<file path="src/rtl/keypad_pkg.sv">
// keypad_pkg: key codes, scanner FSM states and matrix lookup helpers
package keypad_pkg;
  localparam logic [3:0] KEY_0 = 4'd0;
  localparam logic [3:0] KEY_1 = 4'd1;
  localparam logic [3:0] KEY_2 = 4'd2;
  localparam logic [3:0] KEY_3 = 4'd3;
  localparam logic [3:0] KEY_4 = 4'd4;
  localparam logic [3:0] KEY_5 = 4'd5;
  localparam logic [3:0] KEY_6 = 4'd6;
  localparam logic [3:0] KEY_7 = 4'd7;
  localparam logic [3:0] KEY_8 = 4'd8;
  localparam logic [3:0] KEY_9 = 4'd9;
  localparam logic [3:0] KEY_A = 4'd10;
  localparam logic [3:0] KEY_B = 4'd11;
  localparam logic [3:0] KEY_C = 4'd12;
  localparam logic [3:0] KEY_D = 4'd13;
  localparam logic [3:0] KEY_STAR = 4'd14;
  localparam logic [3:0] KEY_HASH = 4'd15;
  // nibble i holds the code of row i/4, column i%4
  localparam logic [63:0] KEY_MAP = {KEY_D, KEY_HASH, KEY_0, KEY_STAR,
                                     KEY_C, KEY_9, KEY_8, KEY_7,
                                     KEY_B, KEY_6, KEY_5, KEY_4,
                                     KEY_A, KEY_3, KEY_2, KEY_1};
  typedef enum logic [1:0] {SCAN, PRESS_DB, HELD, RELEASE_DB} state_e;
  function automatic logic [3:0] key_lookup(input logic [1:0] row, input logic [1:0] col);
    return KEY_MAP[{row, col}*4 +: 4];
  endfunction
  function automatic logic [1:0] lowest_low(input logic [3:0] rows_n);
    return !rows_n[0] ? 2'd0 : !rows_n[1] ? 2'd1 : !rows_n[2] ? 2'd2 : 2'd3;
  endfunction
endpackage

</file>
<file path="src/rtl/key_debounce.sv">
// key_debounce: saturating count of consecutive matching cycles, done at threshold
module key_debounce #(
  parameter int DEBOUNCE_CYCLES = 20000,
  parameter int W = $clog2(DEBOUNCE_CYCLES + 1)
) (
  input  logic clk,
  input  logic system_reset,
  input  logic clear,
  input  logic match,
  output logic done
);
  logic [W-1:0] cnt_q, cnt_d;
  assign done = cnt_q == W'(DEBOUNCE_CYCLES);
  // restart on clear or any mismatch, otherwise count up and hold at the threshold
  always_comb cnt_d = (clear || !match) ? '0 : done ? cnt_q : cnt_q + W'(1);
  // counter register
  always_ff @(posedge clk or negedge system_reset)
    if (!system_reset) cnt_q <= '0;
    else cnt_q <= cnt_d;
endmodule

</file>
<file path="src/rtl/keypad_scanner.sv">
// keypad_scanner: 4x4 matrix scan, debounce and key strobe; KEYPAD_REPEAT_EN adds auto-repeat
module keypad_scanner
  import keypad_pkg::*;
#(
  parameter int SCAN_DIV = 1000,
  parameter int DEBOUNCE_CYCLES = 20000,
  parameter int REPEAT_DELAY = 500000,
  parameter int REPEAT_RATE = 100000
) (
  input  logic       clk,
  input  logic       system_reset,
  input  logic [3:0] row_n,
  output logic [3:0] col_n,
  output logic [3:0] key_code,
  output logic       key_valid,
  output logic       key_clear,
  output logic       key_enter,
  output logic       key_held
);
`ifdef KEYPAD_REPEAT_EN
  localparam bit REP_EN = 1'b1;
`else
  localparam bit REP_EN = 1'b0;
`endif
  localparam int SW = $clog2(SCAN_DIV + 1);
  localparam int RW = $clog2(REPEAT_DELAY + 1);
  state_e state_q, state_d;
  logic [3:0] sync_q, row_q, pat_q, pat_d, col_n_q, col_n_d;
  logic [3:0] key_code_q, key_code_d;
  logic [1:0] col_q, col_d, row_idx_q, row_idx_d;
  logic [SW-1:0] scan_cnt_q, scan_cnt_d;
  logic [RW-1:0] rep_cnt_q, rep_cnt_d;
  logic rep_first_q, rep_first_d, key_held_q, key_held_d;
  logic key_valid_q, key_valid_d, key_clear_q, key_clear_d, key_enter_q, key_enter_d;
  logic db_clear, db_match, db_done, fire, scan_wrap, rep_hit;
  key_debounce #(.DEBOUNCE_CYCLES(DEBOUNCE_CYCLES)) u_db (
    .clk(clk), .system_reset(system_reset), .clear(db_clear), .match(db_match), .done(db_done)
  );
  assign col_n = col_n_q;
  assign key_code = key_code_q;
  assign key_valid = key_valid_q;
  assign key_clear = key_clear_q;
  assign key_enter = key_enter_q;
  assign key_held = key_held_q;
  assign scan_wrap = scan_cnt_q == SW'(SCAN_DIV - 1);
  assign rep_hit = rep_cnt_q == (rep_first_q ? RW'(REPEAT_DELAY - 1) : RW'(REPEAT_RATE - 1));
  // next-state logic; rows are only trusted once the synchronizer reflects the driven column
  always_comb begin
    state_d = state_q;
    pat_d = pat_q;
    col_d = col_q;
    row_idx_d = row_idx_q;
    scan_cnt_d = scan_cnt_q;
    rep_cnt_d = rep_cnt_q;
    rep_first_d = rep_first_q;
    key_held_d = key_held_q;
    key_code_d = key_code_q;
    db_clear = 1'b1;
    db_match = 1'b0;
    fire = 1'b0;
    case (state_q)
      SCAN: begin
        if (scan_cnt_q >= SW'(2) && row_q != 4'hF) begin
          state_d = PRESS_DB;
          pat_d = row_q;
          row_idx_d = lowest_low(row_q);
          scan_cnt_d = '0;
        end else begin
          scan_cnt_d = scan_wrap ? '0 : scan_cnt_q + SW'(1);
          col_d = scan_wrap ? col_q + 2'd1 : col_q;
        end
      end
      PRESS_DB: begin
        db_clear = 1'b0;
        db_match = row_q == pat_q;
        if (!db_match) begin
          state_d = SCAN;
          col_d = col_q + 2'd1;
          scan_cnt_d = '0;
        end else if (db_done) begin
          fire = 1'b1;
          key_code_d = key_lookup(row_idx_q, col_q);
          key_held_d = 1'b1;
          state_d = HELD;
          rep_cnt_d = '0;
          rep_first_d = 1'b1;
        end
      end
      HELD: begin
        state_d = row_q == 4'hF ? RELEASE_DB : HELD;
        if (REP_EN && rep_hit) begin
          fire = 1'b1;
          rep_cnt_d = '0;
          rep_first_d = 1'b0;
        end else rep_cnt_d = rep_cnt_q + RW'(rep_cnt_q != {RW{1'b1}});
      end
      default: begin
        db_clear = 1'b0;
        db_match = row_q == 4'hF;
        if (!db_match) state_d = HELD;
        else if (db_done) begin
          key_held_d = 1'b0;
          state_d = SCAN;
          col_d = 2'd0;
          scan_cnt_d = '0;
        end
      end
    endcase
    col_n_d = ~(4'b0001 << col_d);
    key_valid_d = fire;
    key_clear_d = fire && key_code_d == KEY_STAR;
    key_enter_d = fire && key_code_d == KEY_HASH;
  end
  // state, synchronizer and registered outputs
  always_ff @(posedge clk or negedge system_reset)
    if (!system_reset) begin
      state_q <= SCAN;
      sync_q <= 4'hF;
      row_q <= 4'hF;
      pat_q <= 4'hF;
      col_q <= 2'd0;
      col_n_q <= 4'b1110;
      row_idx_q <= 2'd0;
      scan_cnt_q <= '0;
      rep_cnt_q <= '0;
      rep_first_q <= 1'b0;
      key_held_q <= 1'b0;
      key_code_q <= 4'd0;
      key_valid_q <= 1'b0;
      key_clear_q <= 1'b0;
      key_enter_q <= 1'b0;
    end else begin
      state_q <= state_d;
      sync_q <= row_n;
      row_q <= sync_q;
      pat_q <= pat_d;
      col_q <= col_d;
      col_n_q <= col_n_d;
      row_idx_q <= row_idx_d;
      scan_cnt_q <= scan_cnt_d;
      rep_cnt_q <= rep_cnt_d;
      rep_first_q <= rep_first_d;
      key_held_q <= key_held_d;
      key_code_q <= key_code_d;
      key_valid_q <= key_valid_d;
      key_clear_q <= key_clear_d;
      key_enter_q <= key_enter_d;
    end
endmodule

</file>
<file path="config.mk">
export PLATFORM = sky130hd
export DESIGN_NAME = keypad_scanner
export DESIGN_NICKNAME = d
export VERILOG_FILES = /design/src/rtl/keypad_pkg.sv /design/src/rtl/key_debounce.sv /design/src/rtl/keypad_scanner.sv
export SDC_FILE = /design/constraint.sdc
export NUM_CORES = 1
export LEC_CHECK = 0
export CAP_MARGIN = 5
export CORE_MARGIN = 2
export CORE_UTILIZATION = 49
export CTS_CLUSTER_SIZE = 10
export DETAILED_ROUTE_END_ITERATION = 6
export PLACE_DENSITY = 0.73
export SLEW_MARGIN = 25
export SYNTH_ARGS = -nofsm -noshare
export SYNTH_HDL_FRONTEND = slang
export SYNTH_HIERARCHICAL = 1
export SYNTH_SLANG_ARGS = --single-unit
</file>
<file path="constraint.sdc">
create_clock -name clk -period 8.35 [get_ports clk]
set_input_delay 1.67 -clock clk [delete_from_list [all_inputs] [get_ports clk]]
set_output_delay 1.67 -clock clk [all_outputs]
set_load 0.02 [all_outputs]
</file>
[Word level (Yosys, flattened, before mapping)]
Index checks and enable logic that the tools add are counted.
Cells by class
  add/subtract/negate cells: 3
  multiply operators: 0
  div/mod/pow operators: 0
  $lt $le $gt $ge: 1
  equality and inequality tests: 15
  shift-type cells: 2
  mux-type cells: 37
  bitwise gates (word level): 3
  reductions and logical operators: 14
Operators by type and width (number)
  $shiftx 64x7->4 const A: 1
  $mux 10: 5
  $mux 15: 2
  $pmux 10 s3: 1
  $mux 2: 12
  $add 15x1->15 const B: 1
  $eq 15x15->1 const B: 1
  $eq 4x4->1 const B: 3
  $mux 4: 3
  $pmux 2 s3: 2
  $add 10x1->10 const B: 1
  $eq 10x10->1 const B: 1
  $ge 10x2->1 const B: 1
  $mux 1: 10
  $ne 2x2->1 const B: 4
  $reduce_and 4->1: 2
  $reduce_bool 3->1: 2
  $ne 5x1->1 const B: 1
  $eq 4x4->1: 1
  $ne 4x4->1 const B: 1
  $not 4->4: 1
  $pmux 1 s2: 2
  $shl 1x2->4 const A: 1
  $logic_and 1x1->1: 3
  other kinds (12): 13
Word-level totals
  flip-flop bits (word level): 55
  latch bits: 0
  RAM bits: 0
  ROM bits: 0
  input port bits: 6
  output and inout port bits: 12
  word-level logic and storage cells: 89
  memories kept: 0

[Longest topological paths before layout]
Gate-level depths: netlist of run 1.
  word-level depth: 6
  mapped depth: 10

[By module]
The synthesis of run 1 kept the hierarchy.
Modules (own cells, without submodules)
  keypad_scanner: instances 1, cells each 203, area an instance 2124.5 µm², sequential area each 1019.7 µm²
  key_debounce: instances 1, cells each 84, area an instance 792.0 µm², sequential area each 375.4 µm²

[Worst setup path after synthesis of run 1]
No wires, ideal clock.
  kind: register -> register
  start: reg u_db.cnt_q[7]
  end: reg scan_cnt_q[7]
  setup time: 78 ps
  arrival time: 2598 ps
  data required time: 8272 ps
  path slack: 5674 ps
  stages on the path, launching flop included: 9
  cells stage by stage: dfrtp_1 or4_1 or4_4 inv_2 nor2_1 a211oi_1 o211ai_1 or3_1 a21oi_1
On the way
  longest elaborated chain between the ends: 3
Ends and longest elaborated chain
  start, declared: RTL line key_debounce.sv:12  | logic [W-1:0] cnt_q, cnt_d;
  start signal, assigned: RTL line key_debounce.sv:19  | else cnt_q <= cnt_d;
  $eq 15x15->1: RTL line key_debounce.sv:13  | assign done = cnt_q == W'(DEBOUNCE_CYCLES);
  named net db_done: RTL line keypad_scanner.sv:35  | logic db_clear, db_match, db_done, fire, scan_wrap, rep_hit;
  $reduce_bool 3->1 (no line)
  $reduce_and 4->1 (no line)
  end signal, assigned: RTL line keypad_scanner.sv:140  | scan_cnt_q <= scan_cnt_d;
  end, declared: RTL line keypad_scanner.sv:31  | logic [SW-1:0] scan_cnt_q, scan_cnt_d;
The timed path passes the listed nets, and every way through them passes these cells.
A chain may end at the register's enable or synchronous reset.

[Worst setup path in the final report of run 1]
  start: reg col_n_q[2], in the netlist col_n[2]
  end: out col_n[2]
RTL lines
  start, declared: RTL line keypad_scanner.sv:28  | logic [3:0] sync_q, row_q, pat_q, pat_d, col_n_q, col_n_d;
  start signal, assigned: RTL line keypad_scanner.sv:138  | col_n_q <= col_n_d;
  end, declared: RTL line keypad_scanner.sv:13  | output logic [3:0] col_n,
No word-level cell between the ends.

==> results of run 1 <==
-- state kept, by name, summed over array words and instances (netlist names), 2 cells and up --
register and count:
sync_q 4, scan_cnt_q 10, key_code 4, row_idx_q 2
col_q 2, state_q 2, u_db/cnt_q 15, pat_q 4
col_n 4, row_q 4
-- area by class of cell --
cell class / count / share of cell area (%)
flip-flops and latches: 55 / 43.1
clock inverters: 3 / 0.773
clock buffers: 5 / 2.13
multi-input cells: 203 / 43.3
inverters: 21 / 2.44
well taps: 75 / 2.90
repair buffers: 18 / 5.33
-- per-layer routing --
metal | track usage (%) | routed length [um] | vias up | share of wire, %
met5 | 0 | 0 | - | 0
li1 | - | - | 1048 | -
met2 | 28.5 | 2410 | 32 | 48
met3 | 3.00 | 131 | 7 | 2.6
met1 | 24.8 | 2450 | 984 | 48
met4 | 5.25 | 73 | 0 | 1.4
-- logic make-up (layout without fill, tap and decap cells) --
logic type	count (synthesis)	after routing
simple gates	106	106
compound gates	56	56
flops	55	55
buf+inv	29	47
xor+xnor	18	18
fa+ha+maj	13	13
mux	10	10
-- power by group through the flow --
stage,Combinational (W),Clock [W],Sequential (W)
floorplan,0.000268,0,0.000359
global placement,0.000330,0,0.000363
detailed placement,0.000340,0,0.000365
CTS,0.000341,0.000156,0.000360
global route,0.000383,0.000169,0.000367
finish,0.000339,0.000150,0.000359
-- path summary, 6_finish.rpt --
path,startpoint,to,slack (ps),cells past startpoint
max,col_n[2]$_DFF_PN1_,col_n[2],5250,1
min,sync_q[2]$_DFF_PN1_,row_q[2]$_DFF_PN1_,360,0
max reg2reg,u_db/cnt_q[7]$_DFFE_PN0P_,scan_cnt_q[6]$_DFFE_PN0P_,5410,8
min reg2reg,sync_q[2]$_DFF_PN1_,row_q[2]$_DFF_PN1_,360,0
max in group asynchronous,system_reset,u_db/cnt_q[12]$_DFFE_PN0P_,6440,2
min in group asynchronous,system_reset,scan_cnt_q[7]$_DFFE_PN0P_,1470,2
-- metrics by stage --
stage          area [sq um]  power (W)
6_report               3240   0.000848
3_5_place_dp           3140   0.000705
3_3_place_gp           3140   0.000693
5_1_grt                3240   0.000920
4_1_cts                3240   0.000857
2_1_floorplan          2920   0.000627
-- placed cells by master, fill, tap and decap left out, types with 7 or more instances in the layout --
master / n
dfrtp_1: 40
nand4_1: 7
nor2_1: 26
clkdlybuf4s50_1: 16
a21oi_1: 13
nor3_1: 7
o21ai_0: 17
xnor2_1: 12
inv_1: 20
ha_1: 13
nand2_1: 24
nand3_1: 7
dfstp_2: 15
==> metrics.json, run 1 <==
{
  "sta": {
    "number_of_hold_slack_violations_in_the_final_timing_report": 0,
    "hold_ws_ps": 361,
    "grt_setup_unrepaired": "no",
    "slew_headroom_pct": 55.5,
    "post-route-period-util_pct": 37.1,
    "finalSetupViolCount": 0,
    "worst_slew_pin_slew_ps": 667,
    "final-max-slew-violation-count": 0,
    "final_clock_skew_ps": 15.5,
    "final.min_clock_period_ps": 3100,
    "fin_ws_ps": 5250,
    "timing.fmax_mhz": 322,
    "setup_tns_ps": 0
  },
  "logic_synthesis": {
    "synth_top_family_by_area": "simple AND/OR/NAND/NOR gates",
    "post_synth_mux_area_share_pct": 3.65,
    "synth-compound-area-share_pct": 13.3,
    "post_synth_inst_count": 287,
    "synthesis_warnings": 6,
    "yosysUniqueCellTypes": 61,
    "cell_area_after_synthesis_sq_um": 2920,
    "edff_count_synth": 0,
    "postSynth.asyncResetShare_pct": 100,
    "synth.area.top_cells": "dfrtp_1 (34%), dfstp_2 (14%), ha_1 (5.6%)",
    "synth_area_in_simple_gates_pct": 20.2,
    "share_of_synthesized_area_occupied_by_flip_flops_and_latches_pct": 47.8,
    "netlist.top_cell.by_area": "dfrtp_1",
    "post_synth_fa_ha_maj_area_fraction_pct": 5.58,
    "cell_with_the_most_instances_after_synthesis": "dfrtp_1",
    "synth_top_flop_cell": "dfrtp_1",
    "synth.net_count": 306,
    "post_synth_xor_area_fraction_pct": 5.41,
    "netlist.area_leader.share_pct": 34.3,
    "ys_top_cells_by_count": "dfrtp_1 (40), nor2_1 (26), nand2_1 (24), inv_1 (20), o21ai_0 (17)",
    "avgSynthCellArea_sq_um": 10.2,
    "yosys_register_bits": 55
  },
  "power": {
    "power_frac_comb_pct": 39.9,
    "netSwitchingFraction_pct": 38.3,
    "leakage_nw": 1.33,
    "power.switching_w": 0.000325,
    "intPower_w": 0.000523,
    "irDropWorstVdd_mv": 0.118,
    "power_frac_seq_pct": 42.3,
    "clock_power_share_pct": 17.7,
    "power_density_nw_per_um2": 262
  },
  "cells_and_area": {
    "layout.area.seq_sq_um": 1400,
    "area_delta_synth_final_pct": 11.0,
    "finish.net_count": 323,
    "antenna_cells": 0,
    "multi_input_comb_area_sq_um": 1400,
    "layout-drive-gt1-share_pct": 14.8,
    "final_core_util_pct": 55.3,
    "final_cells": 380,
    "fillerInstances": 501
  },
  "global_route": {
    "grt.total_usage_pct": 17.8,
    "first_global_vias": 1932,
    "pin_count_of_the_biggest_net_entering_global_routing": 56,
    "grt_antenna_before_repair": 0,
    "grt_pass1_wl_mm": 9.07,
    "globalRouteOverflowTotal": 0
  },
  "critical_path": {
    "largest_delay_share_family_worst_path": "buffers and inverters",
    "worst-endpoint-arrival_ps": 1430,
    "timing.critical_path.cells": "clkdlybuf4s50_1",
    "critical_path.slowest_cell": "clkdlybuf4s50_1",
    "crit_path_kind": "flip-flop to primary output",
    "crit_required_ps": 6680,
    "worst_setup_path_start_kind": "flip-flop",
    "worstPathMaxFanout": 1,
    "critical_path_buf_inv_count": 1,
    "slowest_delay_ps": 590,
    "critPathCaptureType": "primary output"
  },
  "run": {
    "drv.max_cap_violation_count": 0
  },
  "clock_network": {
    "cts.path.max_buffers": 2,
    "ctsHoldBuffers": 0,
    "htreeDepth": 2,
    "post_cts_resized": 0,
    "tritoncts": "built",
    "clk_pin_slew_worst_paths_ps": 110,
    "cts-buffers-inserted": 5,
    "worstSkewPairLatency_ps": 320,
    "clock_sinks": 55,
    "cts.repair_timing.setup_buffer_count": 0,
    "clk_root_buffer_cell": "clkbuf_8"
  },
  "placement": {
    "placed_insts": 372,
    "number_of_buffers_inserted_by_port_buffering": 17,
    "pre_cts_ws_ps": 5390,
    "detailedPlacementHpwl_mm": 3.72,
    "place_congestion": 0.799
  },
  "die": {
    "start_util_pct": 49.9,
    "design.core.area_sq_um": 5850,
    "die_h_um": 81.2,
    "chipWidth_um": 81.2,
    "boundaryPins": 18,
    "dieArea_sq_um": 6590,
    "row_count": 28
  },
  "drt": {
    "avgViaCountPerCell": 5.45,
    "detail_route.iter0.violations": 134,
    "wirelength_mm": 5.06,
    "ant_nets": 0,
    "routed-via-count": 2071,
    "wl_per_cell_um": 13.3,
    "detail_route.first_pass.iterations": 4,
    "drc_errors": 0
  },
  "min_path": {
    "worst_hold_check_path_type": "flip-flop to flip-flop"
  },
  "status": {
    "status": "completed"
  }
}
(Power assumes the default switching activity.)
==> run 2, diff against run 1 <==
--- a/config.mk
+++ b/config.mk
@@ -10,7 +10,7 @@
 export CORE_UTILIZATION = 49
 export CTS_CLUSTER_SIZE = 10
 export DETAILED_ROUTE_END_ITERATION = 6
-export PLACE_DENSITY = 0.73
+export PLACE_DENSITY = 0.75
 export SLEW_MARGIN = 25
 export SYNTH_ARGS = -nofsm -noshare
 export SYNTH_HDL_FRONTEND = slang
==> constraint.sdc (replaced) <==
create_clock -name clk -period 2.8 [get_ports clk]
set_input_delay 0.56 -clock clk [delete_from_list [all_inputs] [get_ports clk]]
set_output_delay 0.56 -clock clk [all_outputs]
set_load 0.02 [all_outputs]
==> metrics.json, run 2 (synthesis results as in run 1) <==
{
  "status": {
    "status": "completed"
  },
  "global_route": {
    "grt_antenna_before_repair": {"value": 0, "change": "unchanged"},
    "grt_pass1_wl": {"value": 9.34, "unit": "mm", "change": "+3.0%"},
    "grt.total_usage": {"value": 18.1, "unit": "%", "change": "+0.35 points"},
    "pin_count_of_the_biggest_net_entering_global_routing": {"value": 44, "change": "-21%"},
    "first_global_vias": {"value": 2075, "change": "+7.4%"},
    "globalRouteOverflowTotal": {"value": 0, "change": "unchanged"}
  },
  "power": {
    "power_frac_comb": {"value": 41.5, "unit": "%", "change": "+1.6 points"},
    "clock_power_share": {"value": 16.5, "unit": "%", "change": "-1.2 points"},
    "irDropWorstVdd": {"value": 0.535, "unit": "mV", "change": "+350%"},
    "intPower": {"value": 0.00158, "unit": "W", "change": "+200%"},
    "power_density": {"value": 761, "unit": "nW/um^2", "change": "+190%"},
    "leakage": {"value": 1.40, "unit": "nW", "change": "+5.8%"},
    "power_frac_seq": {"value": 42.0, "unit": "%", "change": "-0.3 points"},
    "power.switching": {"value": 0.000977, "unit": "W", "change": "+200%"},
    "netSwitchingFraction": {"value": 38.2, "unit": "%", "change": "-0.16 points"}
  },
  "critical_path": {
    "worstPathMaxFanout": {"value": 4, "change": "+3"},
    "ff2ff_setup_slack": {"value": 100, "unit": "ps", "change": "-5310 ps"},
    "r2r-start": "u_db/cnt_q[12]$_DFFE_PN0P_",
    "crit_path_end": "scan_cnt_q[7]$_DFFE_PN0P_",
    "timing.rr.end": "scan_cnt_q[7]$_DFFE_PN0P_",
    "worst_setup_path_start_kind": "flip-flop",
    "timing_startpoint_of_the_critical_path": "u_db/cnt_q[12]$_DFFE_PN0P_",
    "worst-endpoint-arrival": {"value": 2930, "unit": "ps", "change": "+1500 ps"},
    "ff2ff_path_depth": {"value": 9, "change": "+1"},
    "crit_path_kind": "flip-flop to flip-flop",
    "critPathCaptureType": "flip-flop",
    "crit_required": {"value": 3030, "unit": "ps", "change": "-3650 ps"}
  },
  "placement": {
    "place_congestion": {"value": 0.827, "change": "+3.5%"},
    "placed_insts": {"value": 382, "change": "+2.7%"},
    "number_of_buffers_inserted_by_port_buffering": {"value": 17, "change": "unchanged"},
    "detailedPlacementHpwl": {"value": 3.84, "unit": "mm", "change": "+3.4%"}
  },
  "drt": {
    "wl_per_cell": {"value": 13.4, "unit": "um", "change": "+0.91%"},
    "detail_route.first_pass.iterations": {"value": 4, "change": "unchanged"},
    "ant_nets": {"value": 0, "change": "unchanged"},
    "avgViaCountPerCell": {"value": 5.52, "change": "+1.3%"},
    "drc_errors": {"value": 0, "change": "unchanged"},
    "routed-via-count": {"value": 2180, "change": "+5.3%"},
    "wirelength": {"value": 5.31, "unit": "mm", "change": "+4.9%"},
    "detail_route.iter0.violations": {"value": 145, "change": "+8.2%"}
  },
  "cells_and_area": {
    "largest_register_ffs": {"value": 15, "change": "unchanged"},
    "reg_top3": "u_db/cnt_q x15, scan_cnt_q x10",
    "finish.net_count": {"value": 338, "change": "+4.6%"},
    "antenna_cells": {"value": 0, "change": "unchanged"},
    "layout.area.seq": {"value": 1400, "unit": "sq um", "change": "unchanged"},
    "layout-drive-gt1-share": {"value": 20.0, "unit": "%", "change": "+5.2 points"},
    "layout.cells.most_common_list": "dfrtp_1 (40), nor2_1 (25), nand2_1 (24)",
    "final_cells": {"value": 395, "change": "+3.9%"},
    "largest_register": "u_db/cnt_q",
    "area_delta_synth_final_pct": 15.3,
    "final_core_util": {"value": 57.5, "unit": "%", "change": "+2.2 points"},
    "mostFrequentLayoutCell": "dfrtp_1",
    "multi_input_comb_area": {"value": 1420, "unit": "sq um", "change": "+1.4%"},
    "fillerInstances": {"value": 485, "change": "-3.2%"}
  },
  "sta": {
    "worst_slew_pin_slew": {"value": 612, "unit": "ps", "change": "-55.1 ps"},
    "final_clock_skew": {"value": 6.42, "unit": "ps", "change": "-9.09 ps"},
    "final-max-slew-violation-count": {"value": 0, "change": "unchanged"},
    "number_of_hold_slack_violations_in_the_final_timing_report": {"value": 0, "change": "unchanged"},
    "timing.fmax_mhz": 371,
    "post-route-period-util_pct": 96.4,
    "slew_headroom": {"value": 59.2, "unit": "%", "change": "+3.7 points"},
    "finalSetupViolCount": {"value": 0, "change": "unchanged"},
    "final.min_clock_period_ps": 2700
  },
  "clock_network": {
    "htreeDepth": {"value": 2, "change": "unchanged"},
    "clk_pin_slew_worst_paths": {"value": 90, "unit": "ps", "change": "-20 ps"},
    "clock_sinks": {"value": 55, "change": "unchanged"},
    "cts-buffers-inserted": {"value": 5, "change": "unchanged"},
    "cts.path.max_buffers": {"value": 2, "change": "unchanged"},
    "ctsHoldBuffers": {"value": 0, "change": "unchanged"},
    "clk_root_buffer_cell": "clkbuf_8",
    "worstSkewPairLatency": {"value": 300, "unit": "ps", "change": "-20 ps"},
    "tritoncts": "built"
  },
  "min_path": {
    "worst_hold_check_path_type": "input port to asynchronous set/reset pin"
  },
  "die": {
    "design.core.area": {"value": 5850, "unit": "sq um", "change": "unchanged"},
    "boundaryPins": {"value": 18, "change": "unchanged"},
    "chipWidth": {"value": 81.2, "unit": "um", "change": "unchanged"},
    "die_h": {"value": 81.2, "unit": "um", "change": "unchanged"},
    "dieArea": {"value": 6590, "unit": "sq um", "change": "unchanged"},
    "row_count": {"value": 28, "change": "unchanged"},
    "start_util": {"value": 49.9, "unit": "%", "change": "unchanged"}
  },
  "run": {
    "drv.max_cap_violation_count": {"value": 0, "change": "unchanged"}
  }
}
==> run 2: stage by stage <==
step	power [W]	setup TNS, ps	area (sq um)	hold slack, ps	setup WS (ps)
finish	0.00256	0	3360	228	101
floorplan	0.00187	0	2920	264	124
global route	0.00277	-19.2	3360	263	-19.2
CTS	0.00255	0	3310	360	13.7
global placement	0.00207	0	3220	345	65.7
detailed placement	0.00211	-121	3220	347	-31.1
==> run 2: area by class of cell <==
| class | instances | share of cell area (%) |
|---|---|---|
| multi-input cells | 203 | 42.3 |
| flip-flops and latches | 55 | 41.5 |
| repair buffers | 33 | 8.56 |
| well taps | 75 | 2.79 |
| inverters | 21 | 2.34 |
| clock buffers | 6 | 2.16 |
| clock inverters | 2 | 0.372 |
==> run 2: timing repair <==
action | in CTS | in global routing
endpoints found under the setup margin | 5 | 10
gates resized for setup | 1 | 5
buffers inserted | 0 | 5
pin swaps | 0 | 4
==> run 2: how the worst min path moves through the flow <==
stage | to | slack (ps) | depth (start not counted)
5_1_grt | scan_cnt_q[5]$_DFFE_PN0P_ | 260 | 1
6_report | scan_cnt_q[5]$_DFFE_PN0P_ | 230 | 1
4_1_cts | row_q[3]$_DFF_PN1_ | 360 | 0
3_5_place_dp | row_q[2]$_DFF_PN1_ | 350 | 0
2_1_floorplan | col_n[0]$_DFF_PN0_ | 260 | 0
3_3_place_gp | row_q[0]$_DFF_PN1_ | 350 | 0
==> run 2: power by group through the flow <==
stage          combinational, W  clock (W)  sequential [W]
3_3_place_gp           0.000995          0         0.00108
3_5_place_dp            0.00102          0         0.00109
2_1_floorplan          0.000800          0         0.00107
4_1_cts                 0.00103   0.000443         0.00107
6_report                0.00106   0.000422         0.00107
5_1_grt                 0.00120   0.000479         0.00109
==> run 2: critical path, stage by stage, from the launching register on <==
cell	delay [ps]
dfrtp_1	410
or4b_1	520
or4_4	550
inv_2	70
nor2_1	40
a211oi_2	170
buf_4	150
o211ai_1	160
or3_4	410
a21oi_2	140
==> run 2: per-layer routing <==
metal,GRT usage [%],part of all wire [%]
met2,29.7,47
met1,24.5,48
met4,5.93,1.7
met3,3.11,3.2
met5,0,0
